===== config.mk =====
export PLATFORM = sky130hd
export DESIGN_NAME = adder_arbiter_flat
export DESIGN_NICKNAME = d
export VERILOG_FILES = /design/src/rtl/adder_arbiter_if.sv /design/src/rtl/adder_arbiter.sv /design/src/flat_wrapper.sv
export SDC_FILE = /design/constraint.sdc
export NUM_CORES = 1
export LEC_CHECK = 0
export BUFFER_PORTS_ARGS = -buffer_cell sky130_fd_sc_hd__buf_4
export CAP_MARGIN = 0
export CORE_MARGIN = 2
export CORE_UTILIZATION = 35
export CTS_BUF_LIST = sky130_fd_sc_hd__clkbuf_4 sky130_fd_sc_hd__clkbuf_8
export CTS_CLUSTER_DIAMETER = 50
export DETAILED_ROUTE_END_ITERATION = 6
export GPL_TIMING_DRIVEN = 0
export HOLD_SLACK_MARGIN = 0.05
export PLACE_DENSITY = 0.75
export SYNTH_ARGS = -nofsm -noshare
export SYNTH_HDL_FRONTEND = slang
export SYNTH_SLANG_ARGS = --single-unit
export TNS_END_PERCENT = 1

===== constraint.sdc =====
create_clock -name clk -period 1.55 [get_ports clk]
set_clock_uncertainty 0.05 [all_clocks]
set_input_delay 0.31 -clock clk [delete_from_list [all_inputs] [get_ports clk]]
set_output_delay 0.31 -clock clk [all_outputs]
set_load 0.1 [all_outputs]

===== src/rtl/adder_arbiter_if.sv =====
// Handshake bundle between requesters, the shared adder and adder_arbiter.
// rsp_ovf exists only when ADDER_ARB_OVF_EN is defined.
interface adder_arbiter_if #(
    parameter int N_REQ = 4,
    parameter int WIDTH = 8
);
    localparam int IDW = $clog2(N_REQ);

    logic [N_REQ-1:0]       req_valid;
    logic [N_REQ-1:0]       req_ready;
    logic [N_REQ*WIDTH-1:0] req_a;
    logic [N_REQ*WIDTH-1:0] req_b;
    logic [WIDTH-1:0]       add_a;
    logic [WIDTH-1:0]       add_b;
    logic [WIDTH-1:0]       add_out;
    logic                   rsp_valid;
    logic [IDW-1:0]         rsp_id;
    logic [WIDTH-1:0]       rsp_data;
    logic                   rsp_ready;
`ifdef ADDER_ARB_OVF_EN
    logic                   rsp_ovf;

    modport master (
        output req_valid, req_a, req_b, add_out, rsp_ready,
        input  req_ready, add_a, add_b, rsp_valid, rsp_id, rsp_data,
        input  rsp_ovf
    );

    modport slave (
        input  req_valid, req_a, req_b, add_out, rsp_ready,
        output req_ready, add_a, add_b, rsp_valid, rsp_id, rsp_data,
        output rsp_ovf
    );
`else
    modport master (
        output req_valid, req_a, req_b, add_out, rsp_ready,
        input  req_ready, add_a, add_b, rsp_valid, rsp_id, rsp_data
    );

    modport slave (
        input  req_valid, req_a, req_b, add_out, rsp_ready,
        output req_ready, add_a, add_b, rsp_valid, rsp_id, rsp_data
    );
`endif
endinterface


===== src/rtl/adder_arbiter.sv =====
// Round-robin sharing of one combinational adder among N_REQ requesters.
// Define ADDER_ARB_OVF_EN to add the registered rsp_ovf output.
module adder_arbiter #(
    parameter int N_REQ = 4,
    parameter int WIDTH = 8
) (
    input  logic           clk,
    input  logic           rst_n,
    adder_arbiter_if.slave bus
);
    localparam int IDW = $clog2(N_REQ);
    localparam int MSB = WIDTH - 1;

    typedef enum logic [1:0] {IDLE, CALC, RESP} state_t;

    state_t           r_state;
    state_t           w_next;
    logic [IDW-1:0]   r_last;
    logic [IDW-1:0]   r_id;
    logic [IDW-1:0]   w_gnt;
    logic             w_found;
    logic [WIDTH-1:0] r_a;
    logic [WIDTH-1:0] r_b;
    logic [WIDTH-1:0] r_data;
    logic             r_valid;
    logic [N_REQ-1:0] w_ready;

    // Scan upward from last+1, wrapping, so the previous winner goes last
    always_comb begin
        w_found = 1'b0;
        w_gnt   = '0;
        for (int k = 1; k <= N_REQ; k++) begin
            if (!w_found && bus.req_valid[(int'(r_last) + k) % N_REQ]) begin
                w_found = 1'b1;
                w_gnt   = IDW'((int'(r_last) + k) % N_REQ);
            end
        end
    end

    always_comb begin
        w_ready = '0;
        if (rst_n && r_state == IDLE && w_found) begin
            w_ready[w_gnt] = 1'b1;
        end
    end

    always_comb begin
        w_next = r_state;
        unique case (r_state)
            IDLE:    if (w_found) w_next = CALC;
            CALC:    w_next = RESP;
            RESP:    if (bus.rsp_ready) w_next = IDLE;
            default: w_next = IDLE;
        endcase
    end

    always_ff @(posedge clk or negedge rst_n) begin
        if (!rst_n) begin
            r_state <= IDLE;
        end else begin
            r_state <= w_next;
        end
    end

    always_ff @(posedge clk or negedge rst_n) begin
        if (!rst_n) begin
            r_last  <= IDW'(N_REQ - 1);
            r_id    <= '0;
            r_a     <= '0;
            r_b     <= '0;
            r_data  <= '0;
            r_valid <= 1'b0;
        end else begin
            unique case (r_state)
                IDLE: begin
                    if (w_found) begin
                        r_a  <= bus.req_a[int'(w_gnt)*WIDTH +: WIDTH];
                        r_b  <= bus.req_b[int'(w_gnt)*WIDTH +: WIDTH];
                        r_id <= w_gnt;
                    end
                end
                CALC: begin
                    r_data  <= bus.add_out;
                    r_valid <= 1'b1;
                    r_last  <= r_id;
                end
                RESP: begin
                    if (bus.rsp_ready) r_valid <= 1'b0;
                end
                default: ;
            endcase
        end
    end

`ifdef ADDER_ARB_OVF_EN
    logic r_ovf;

    always_ff @(posedge clk or negedge rst_n) begin
        if (!rst_n) begin
            r_ovf <= 1'b0;
        end else if (r_state == CALC) begin
            r_ovf <= (r_a[MSB] == r_b[MSB]) && (bus.add_out[MSB] != r_a[MSB]);
        end
    end

    assign bus.rsp_ovf = r_ovf;
`endif

    assign bus.req_ready = w_ready;
    assign bus.add_a     = r_a;
    assign bus.add_b     = r_b;
    assign bus.rsp_valid = r_valid;
    assign bus.rsp_id    = r_id;
    assign bus.rsp_data  = r_data;
endmodule


===== src/flat_wrapper.sv =====
// flat-port wrapper written by rule: the top's interface ports become plain ports
module adder_arbiter_flat 
#(
    parameter int N_REQ = 4,
    parameter int WIDTH = 8
)
  (clk, rst_n, bus_req_valid, bus_req_a, bus_req_b, bus_add_out, bus_rsp_ready, bus_req_ready, bus_add_a, bus_add_b, bus_rsp_valid, bus_rsp_id, bus_rsp_data);
  adder_arbiter_if #(.N_REQ(N_REQ), .WIDTH(WIDTH)) bus_i ();
  input  logic clk;
  input  logic rst_n;
  input wire logic [$bits(bus_i.req_valid)-1:0] bus_req_valid;
  input wire logic [$bits(bus_i.req_a)-1:0] bus_req_a;
  input wire logic [$bits(bus_i.req_b)-1:0] bus_req_b;
  input wire logic [$bits(bus_i.add_out)-1:0] bus_add_out;
  input wire logic [$bits(bus_i.rsp_ready)-1:0] bus_rsp_ready;
  output wire logic [$bits(bus_i.req_ready)-1:0] bus_req_ready;
  output wire logic [$bits(bus_i.add_a)-1:0] bus_add_a;
  output wire logic [$bits(bus_i.add_b)-1:0] bus_add_b;
  output wire logic [$bits(bus_i.rsp_valid)-1:0] bus_rsp_valid;
  output wire logic [$bits(bus_i.rsp_id)-1:0] bus_rsp_id;
  output wire logic [$bits(bus_i.rsp_data)-1:0] bus_rsp_data;
  assign bus_i.req_valid = bus_req_valid;
  assign bus_i.req_a = bus_req_a;
  assign bus_i.req_b = bus_req_b;
  assign bus_i.add_out = bus_add_out;
  assign bus_i.rsp_ready = bus_rsp_ready;
  assign bus_req_ready = bus_i.req_ready;
  assign bus_add_a = bus_i.add_a;
  assign bus_add_b = bus_i.add_b;
  assign bus_rsp_valid = bus_i.rsp_valid;
  assign bus_rsp_id = bus_i.rsp_id;
  assign bus_rsp_data = bus_i.rsp_data;
  adder_arbiter #(.N_REQ(N_REQ), .WIDTH(WIDTH)) u_core (.clk(clk), .rst_n(rst_n), .bus(bus_i));
endmodule

==> results.toml, run 1 <==
[synthesis]
syn_area_per_cell_um2 = 10.07
synth_ff_type = "dfrtp_1"
async_flop_share_pct = 100.0
synth-seq-cells = 31
netlist_instances = 192
yosysWarnings = 0
ys_seq_area_share_pct = 40.23
synth_nets = 271
ys_types = 41
syn_area_um2 = 1934
synth_edf_count = 0

[die]
io_pins = 110
die_h_um = 78.34
coreArea_um2 = 5405
die_area_um2 = 6137
start_util_pct = 35.79
row_count = 27
die_w_um = 78.34

[worst_setup_path]
worstPathArrival_ns = 1.76
end_kind = "primary output"
slowest_stage = "dfstp_2"
crit_chain = "buf_6, o211ai_1, nand2_1, buf_6, and3_4, buf_12"
cp_max_fo = 10
worst_r2r_path_depth = 9
r2r-start = "u_core.r_last[0]"
cp-startpoint = "u_core.r_last[1]"
cp_common_cell = "buf_6"
cp.required_ns = 1.19
critPathLaunchType = "flop"
slowest_delay_ns = 0.56
critPathKind = "reg -> out"

[routing]
wl_per_cell_um = 15.22
final_antenna_net_count = 0
routed_wl_mm = 5.968
drtIter0Drc = 101
dr.pass1.iters = 4
route.detailed.drc = 0
vias = 2048
viasPerCell = 5.224

[timing]
rsz0062_at_grt = "true"
max_freq_mhz = 472.3
setup_viol = 22
setup_slack_ns = -0.5673
hold_ws_ns = -0.08573
hold_violations = 29
worst_pin_slew_ns = 0.5010
fin_crit_sh_pct = 136.6
maxSlewViolCount = 0
slew_headroom_pct = 66.60
fin_setup_tns_ns = -7.844
fin_crit_ns = 2.117

[run]
maxCapViolCount = 0

[placed_design]
dpl.hpwl_mm = 4.284
port_buffers = 109
gp_congestion = 0.7952

[layout]
layout_common_cells = "buf_4, dfrtp_1, o21ai_1"
fillerInstances = 488
layout_commonest_cell = "buf_4"
nets = 398
seqCellArea_um2 = 778.2
multi_input_area_um2 = 1164
diodes = 0
final_core_util_pct = 59.47
drive_above_1_share_pct = 57.19
area_delta_synth_final_pct = 66.17

[clock_network]
cts.htree.levels = 2
path_clk_slew_ns = 0.07
cts_buffers = 5
clock_latency_ns = 0.29
cts_root_buffer = "clkbuf_8"
cts_sinks = 31
clockBufferDepth = 2
cts_tree = "done"

[power_and_ir_drop]
vdd_drop_max_uv = 1899
p_leak_nw = 1.573
cellPowerDensity_nw_per_um2 = 2588

[status]
violations = "hold timing, setup timing"
outcome = "finished, violations left"

[min_path]
hold_class = "in -> async"

[grt]
grt_usage_pct = 19.47
grt_pass1_wl_mm = 9.487
antenna_found_initial = 0
overflow = 0
grt_pass1_vias = 2037
grt_max_degree = 36
==> cell families after synthesis <==
logic type | count (synthesis) | synth area share, %
compound gates | 77 | 29.24
buf+inv | 15 | 5.046
simple gates | 43 | 11.45
mux | 26 | 14.04
flops | 31 | 40.23
==> cells in the mapped netlist (3+ instances only) <==
cell	n	area share, %
a21oi_1	5	1.3
buf_2	4	1.0
inv_1	3	0.58
mux2i_1	17	8.8
buf_4	5	1.9
o21ai_0	4	1.0
dfrtp_1	29	38
o21ai_1	24	6.2
nand2b_1	3	0.97
or2b_1	4	1.6
and3_1	3	0.97
o22ai_1	10	3.2
a21o_1	7	2.7
mux2_2	9	5.2
a221oi_1	9	4.1
o211a_1	6	3.1
nand2_1	12	2.3
nor2_1	13	2.5
==> layer usage <==
layer | vias up | track usage [%] | wire length (um)
met2 | 61 | 34.74 | 3105
met5 | - | 0 | 0
met4 | 0 | 5.614 | 85
met3 | 10 | 4.483 | 349
li1 | 976 | - | -
met1 | 1001 | 23.38 | 2428
==> power breakdown <==
part           total, W  internal (W)  switching [W]  leakage (nW)
registers       0.00151       0.00124       0.000270         0.349
logic           0.00615       0.00193        0.00422          1.18
clock network  0.000652      0.000331       0.000321        0.0446
==> area by class of cell <==
class / instances / share of cell area, %
well taps: 72 / 2.803
flip-flops and latches: 31 / 24.21
clock buffers: 6 / 2.374
plain buffers: 11 / 3.503
multi-input cells: 146 / 36.20
repair buffers: 120 / 29.82
inverters: 4 / 0.7007
clock inverters: 2 / 0.3893
==> metrics by stage <==
stage	cells	worst slack [ns]	cell area [um2]	total power [W]
after floorplan	192	-0.3022	1978	0.006011
after CTS	392	-0.5337	3153	0.008218
after global routing	392	-0.6100	3214	0.008717
after global placement	373	-0.5096	2887	0.007183
final	392	-0.5673	3214	0.008317
after detailed placement	373	-0.5051	2887	0.007252
==> registers in the layout (all words and copies together), names as in the netlist <==
name / flops
u_core.bus.add_b: 8
u_core.bus.rsp_data: 8
u_core.bus.rsp_valid: 1
u_core.bus.add_a: 8
u_core.r_last: 2
u_core.r_state: 2
u_core.bus.rsp_id: 2
==> final timing paths <==
check,endpoint,slack [ns]
worst max-delay path,bus_req_ready[0],-0.57
worst min-delay path,u_core.bus.add_b[7],-0.09
worst max register to register,u_core.bus.add_a[7],-0.42
worst min register to register,u_core.bus.rsp_data[6],0.46
max in group asynchronous,u_core.r_last[0],1.19
min in group clk,u_core.bus.rsp_data[6],0.20
==> critical path, delay by kind of cell, from the launching register on <==
| family | cells | cell delay (ns) |
|---|---|---|
| flops | 1 | 0.56 |
| buf+inv | 3 | 0.49 |
| simple gates | 2 | 0.33 |
| compound gates | 1 | 0.09 |
==> what timing repair did <==
action / CTS / global route
setup buffers: 11 / 0
pin swaps: 17 / 8
endpoints found under the setup margin: 22 / 29
gates resized for setup: 25 / 11
endpoints found under the hold margin: 29 / 29
Power figures use the tool's default switching activity.
==> run 2: changes to the inputs <==
TNS_END_PERCENT = unset   (was 1)
==> results.toml, run 2 (synthesis gave the netlist of run 1 again) <==
[status]
outcome = "finished, violations left"
violations = "hold timing, setup timing"

[layout]
instances_no_fill = 405
area_delta_synth_final_pct = 75.55
diodes = 0
drive_above_1_share_pct = 59.46
layout_commonest_cell = "buf_4"
layout_common_cells = "buf_4, dfrtp_1, o21ai_1"
nets = 411
fillerInstances = 444

[placed_design]
pre_cts_ws_ns = -0.5195
dpl.hpwl_mm = 4.385
port_buffers = 109
dpl.cell_count = 373
gp_congestion = 0.7474

[routing]
dr.pass1.iters = 4
routed_wl_mm = 6.648
drtIter0Drc = 124
wl_per_cell_um = 16.41
viasPerCell = 5.319
route.detailed.drc = 0
final_antenna_net_count = 0
vias = 2154

[power_and_ir_drop]
vdd_drop_max_uv = 1864
cellPowerDensity_nw_per_um2 = 2588
p_leak_nw = 1.665
intPower_w = 0.003821
clockPowerShare_pct = 7.7
p_switching_w = 0.004969
p_seq_share_pct = 17.5
combinationalPowerShare_pct = 74.8
p_sw_share_pct = 56.53

[clock_network]
path_clk_slew_ns = 0.07
cts_buffers = 5
cts_tree = "done"
cts_sinks = 31
clock_latency_ns = 0.28
clockBufferDepth = 2
cts.htree.levels = 2
cts_root_buffer = "clkbuf_8"

[worst_setup_path]
cp_common_cell = "buf_6"
slowest_delay_ns = 0.57
critPathLaunchType = "flop"
cp.required_ns = 1.19
slowest_stage = "dfstp_2"
cp_max_fo = 5
critPathKind = "reg -> out"
worstPathArrival_ns = 1.74
crit_chain = "buf_6, a21oi_1, o21ai_2, buf_6, and3_4, buf_12"
end_kind = "primary output"

[grt]
overflow = 0
grt_pass1_wl_mm = 10.46
grt_max_degree = 36
grt_usage_pct = 21.41
antenna_found_initial = 0
grt_pass1_vias = 2224

[timing]
fin_crit_sh_pct = 135.3
hold_ws_ns = -0.07311
setup_viol = 21
maxSlewViolCount = 0
max_freq_mhz = 476.8
fin_crit_ns = 2.097
hold_violations = 29
worst_pin_slew_ns = 0.4524
rsz0062_at_grt = "true"
slew_headroom_pct = 69.84
setup_slack_ns = -0.5473

[die]
die_area_um2 = 6137
die_w_um = 78.34
io_pins = 110
row_count = 27
start_util_pct = 35.79
coreArea_um2 = 5405
die_h_um = 78.34

[run]
maxCapViolCount = 0

[min_path]
hold_class = "in -> async"
==> run 2: critical path: cells and delay by family, from the launching register on <==
kind / cells / cell delay [ns]
AO/OA/AOI/OAI: 2 / 0.29
buffers and inverters: 3 / 0.42
flip-flops: 1 / 0.57
AND/OR/NAND/NOR: 1 / 0.18
==> run 2: power groups by stage <==
stage          Combinational, W  Sequential (W)  Clock (W)
6_report                0.00657         0.00154   0.000680
5_1_grt                 0.00689         0.00159   0.000730
4_1_cts                 0.00638         0.00151   0.000698
3_5_place_dp            0.00575         0.00153          0
3_3_place_gp            0.00569         0.00151          0
2_1_floorplan           0.00202         0.00401          0
==> run 2: final timing paths <==
path / from / to / slack [ns] / cells past startpoint
worst min-delay path: rst_n / u_core.bus.rsp_data[6] / -0.07 / 1
worst max-delay path: u_core.r_last[1] / bus_req_ready[1] / -0.55 / 6
min in group clk: bus_add_out[3] / u_core.bus.rsp_data[3] / 0.21 / 2
max in group asynchronous: rst_n / u_core.r_last[1] / 1.18 / 1
worst min register to register: u_core.bus.rsp_data[1] / u_core.bus.rsp_data[1] / 0.46 / 1
worst max register to register: u_core.r_last[0] / u_core.bus.add_a[4] / -0.44 / 8
==> run 2: per-layer routing <==
layer	global-route usage, %	vias to the layer above	share of wire (%)
met4	7.895	0	1.8
met2	38.28	75	54
met3	4.598	12	5.5
met5	0	-	0
met1	25.13	1060	39
li1	-	1007	-
==> run 2: cell type report <==
cell class / count / area (um2) / area share (%)
multi-input cells: 146 / 1217 / 35.85
repair buffers: 134 / 1085 / 31.95
flip-flops and latches: 31 / 778.2 / 22.92
plain buffers: 10 / 107.6 / 3.169
clock buffers: 7 / 90.09 / 2.653
well taps: 72 / 90.09 / 2.653
inverters: 4 / 22.52 / 0.6632
clock inverters: 1 / 5.005 / 0.1474
==> run 2: what timing repair did <==
| item | CTS | global route |
|---|---|---|
| setup buffers | 20 | 3 |
| hold endpoints to repair | 29 | 29 |
| gates resized for setup | 35 | 10 |
| endpoints found under the setup margin | 24 | 22 |
| pin swaps | 15 | 15 |
| gates cloned | 1 | 1 |
==> run 2: through the flow <==
step	cell area [um2]	total power [W]	util [%]	setup TNS, ns
2_1_floorplan	1988	0.006030	-	-2.315
3_3_place_gp	2897	0.007198	53.59	-6.312
3_5_place_dp	2897	0.007285	53.59	-6.615
4_1_cts	3309	0.008583	61.23	-5.774
5_1_grt	3396	0.009213	62.82	-8.577
6_report	3396	0.008790	62.82	-7.419
==> run 3: changes to the inputs <==
BUFFER_PORTS_ARGS = unset   (was -buffer_cell sky130_fd_sc_hd__buf_4)
DONT_BUFFER_PORTS = 1   (was unset)
PLACE_DENSITY = 0.57   (was 0.75)
==> results.toml, run 3 (synthesis gave the netlist of run 1 again) <==
[run]
maxCapViolCount = 0

[die]
die_h_um = 78.34
die_w_um = 78.34
row_count = 27
start_util_pct = 35.79
die_area_um2 = 6137
coreArea_um2 = 5405
io_pins = 110

[min_path]
hold_end = "u_core.bus.rsp_data[3]"
worstHoldPathCells = 1
hold_class = "in -> reg"
hp-start = "bus_add_out[3]"

[timing]
max_freq_mhz = 473.8
fin_crit_ns = 2.110
slew_headroom_pct = 64.14
fin_crit_sh_pct = 136.2
worst_pin_slew_ns = 0.5380
setup_viol = 21
setup_slack_ns = -0.5605
rsz0062_at_grt = "true"
hold_violations = 0
hold_ws_ns = 0.1264
maxSlewViolCount = 0

[worst_setup_path]
critPathKind = "reg -> out"
cp.required_ns = 1.19
slowest_delay_ns = 0.55
cp_max_fo = 5
r2r-start = "u_core.r_last[0]"
critPathLaunchType = "flop"
worstPathArrival_ns = 1.75
slowest_stage = "dfstp_2"
worst_r2r_path_depth = 7
cp_common_cell = "buf_6"
path_buf_inv = 2
crit_chain = "buf_6, a21oi_4, o21ai_4, buf_6, and3_4"
r2r_slack_ns = -0.42
rr_endpoint = "u_core.bus.add_a[5]"
critPathTopFamily = "flip-flops"
end_kind = "primary output"

[layout]
nets = 306
final_core_util_pct = 50.56
diodes = 0
layout_common_cells = "dfrtp_2, buf_4, mux2i_1"
area_delta_synth_final_pct = 41.27
layout_commonest_cell = "dfrtp_2"
drive_above_1_share_pct = 58.77
instances_no_fill = 300

[grt]
grt_pass1_wl_mm = 8.659
antenna_found_initial = 0
grt_max_degree = 32
grt_usage_pct = 18.45
overflow = 0
grt_pass1_vias = 1666

[routing]
dr.pass1.iters = 4
vias = 1720
final_antenna_net_count = 0
routed_wl_mm = 5.956
drtIter0Drc = 122
viasPerCell = 5.733
route.detailed.drc = 0
wl_per_cell_um = 19.85

[clock_network]
clockBufferDepth = 2
cts_tree = "done"
cts_root_buffer = "clkbuf_8"
clock_latency_ns = 0.28
cts_sinks = 31
cts_buffers = 5
path_clk_slew_ns = 0.07
cts.htree.levels = 2

[placed_design]
dpl.cell_count = 264
gp_congestion = 0.7693
pre_cts_ws_ns = -0.4455
port_buffers = 0
dpl.hpwl_mm = 3.725

[status]
violations = "setup timing"
outcome = "finished, violations left"
-- run 3: stage by stage --
stage	cell area, um2	setup TNS, ns
5_1_grt	2733	-8.744
4_1_cts	2515	-6.795
6_report	2733	-7.429
2_1_floorplan	1988	-2.315
3_3_place_gp	2078	-5.619
3_5_place_dp	2078	-6.290
-- run 3: how the worst max path moves through the flow --
stage / slack [ns] / startpoint / endpoint / cells after the start
finish: -0.56 / u_core.r_last[1] / bus_req_ready[1] / 5
global route: -0.59 / u_core.r_last[1] / bus_req_ready[1] / 5
CTS: -0.54 / u_core.r_last[1] / bus_req_ready[1] / 5
detailed placement: -0.45 / u_core.r_state[0] / bus_req_ready[3] / 4
global placement: -0.44 / u_core.r_state[0] / bus_req_ready[3] / 4
floorplan: -0.30 / u_core.r_last[1] / bus_req_ready[3] / 4
-- run 3: what timing repair did --
action	in CTS	in global routing
pin swaps	23	18
hold endpoints to repair	31	0
cloned	2	1
resized for setup	49	29
hold buffers	2	0
buffers inserted	17	6
endpoints found under the setup margin	56	23
-- run 3: worst register-to-register path: stages (launching register included) --
cell and delay (ns):
dfstp_2 0.54, buf_6 0.13, and2b_2 0.24, buf_6 0.12, a221oi_4 0.37, clkbuf_16 0.22, o21ai_2 0.05, o22ai_1 0.15
-- run 3: final cells by class --
| class | instances | area (um2) |
|---|---|---|
| inverters | 4 | 25.02 |
| clock buffers | 6 | 82.58 |
| well taps | 72 | 90.09 |
| flip-flops and latches | 31 | 812.0 |
| fillers | 506 | 2673 |
| clock inverters | 2 | 35.03 |
| multi-input cells | 146 | 1305 |
| plain buffers | 11 | 113.9 |
| repair buffers | 28 | 269.0 |
-- run 3: metal layers --
metal,wire (um),vias to the layer above,global-route usage (%)
met5,0,-,0
met1,2304,856,21.66
met2,3098,61,31.72
met4,68,0,5.965
met3,485,7,6.207
li1,-,796,-
Power of run 3 is not shown: default switching activity piles up to over one toggle a cycle in this logic, so the estimate is an artifact.
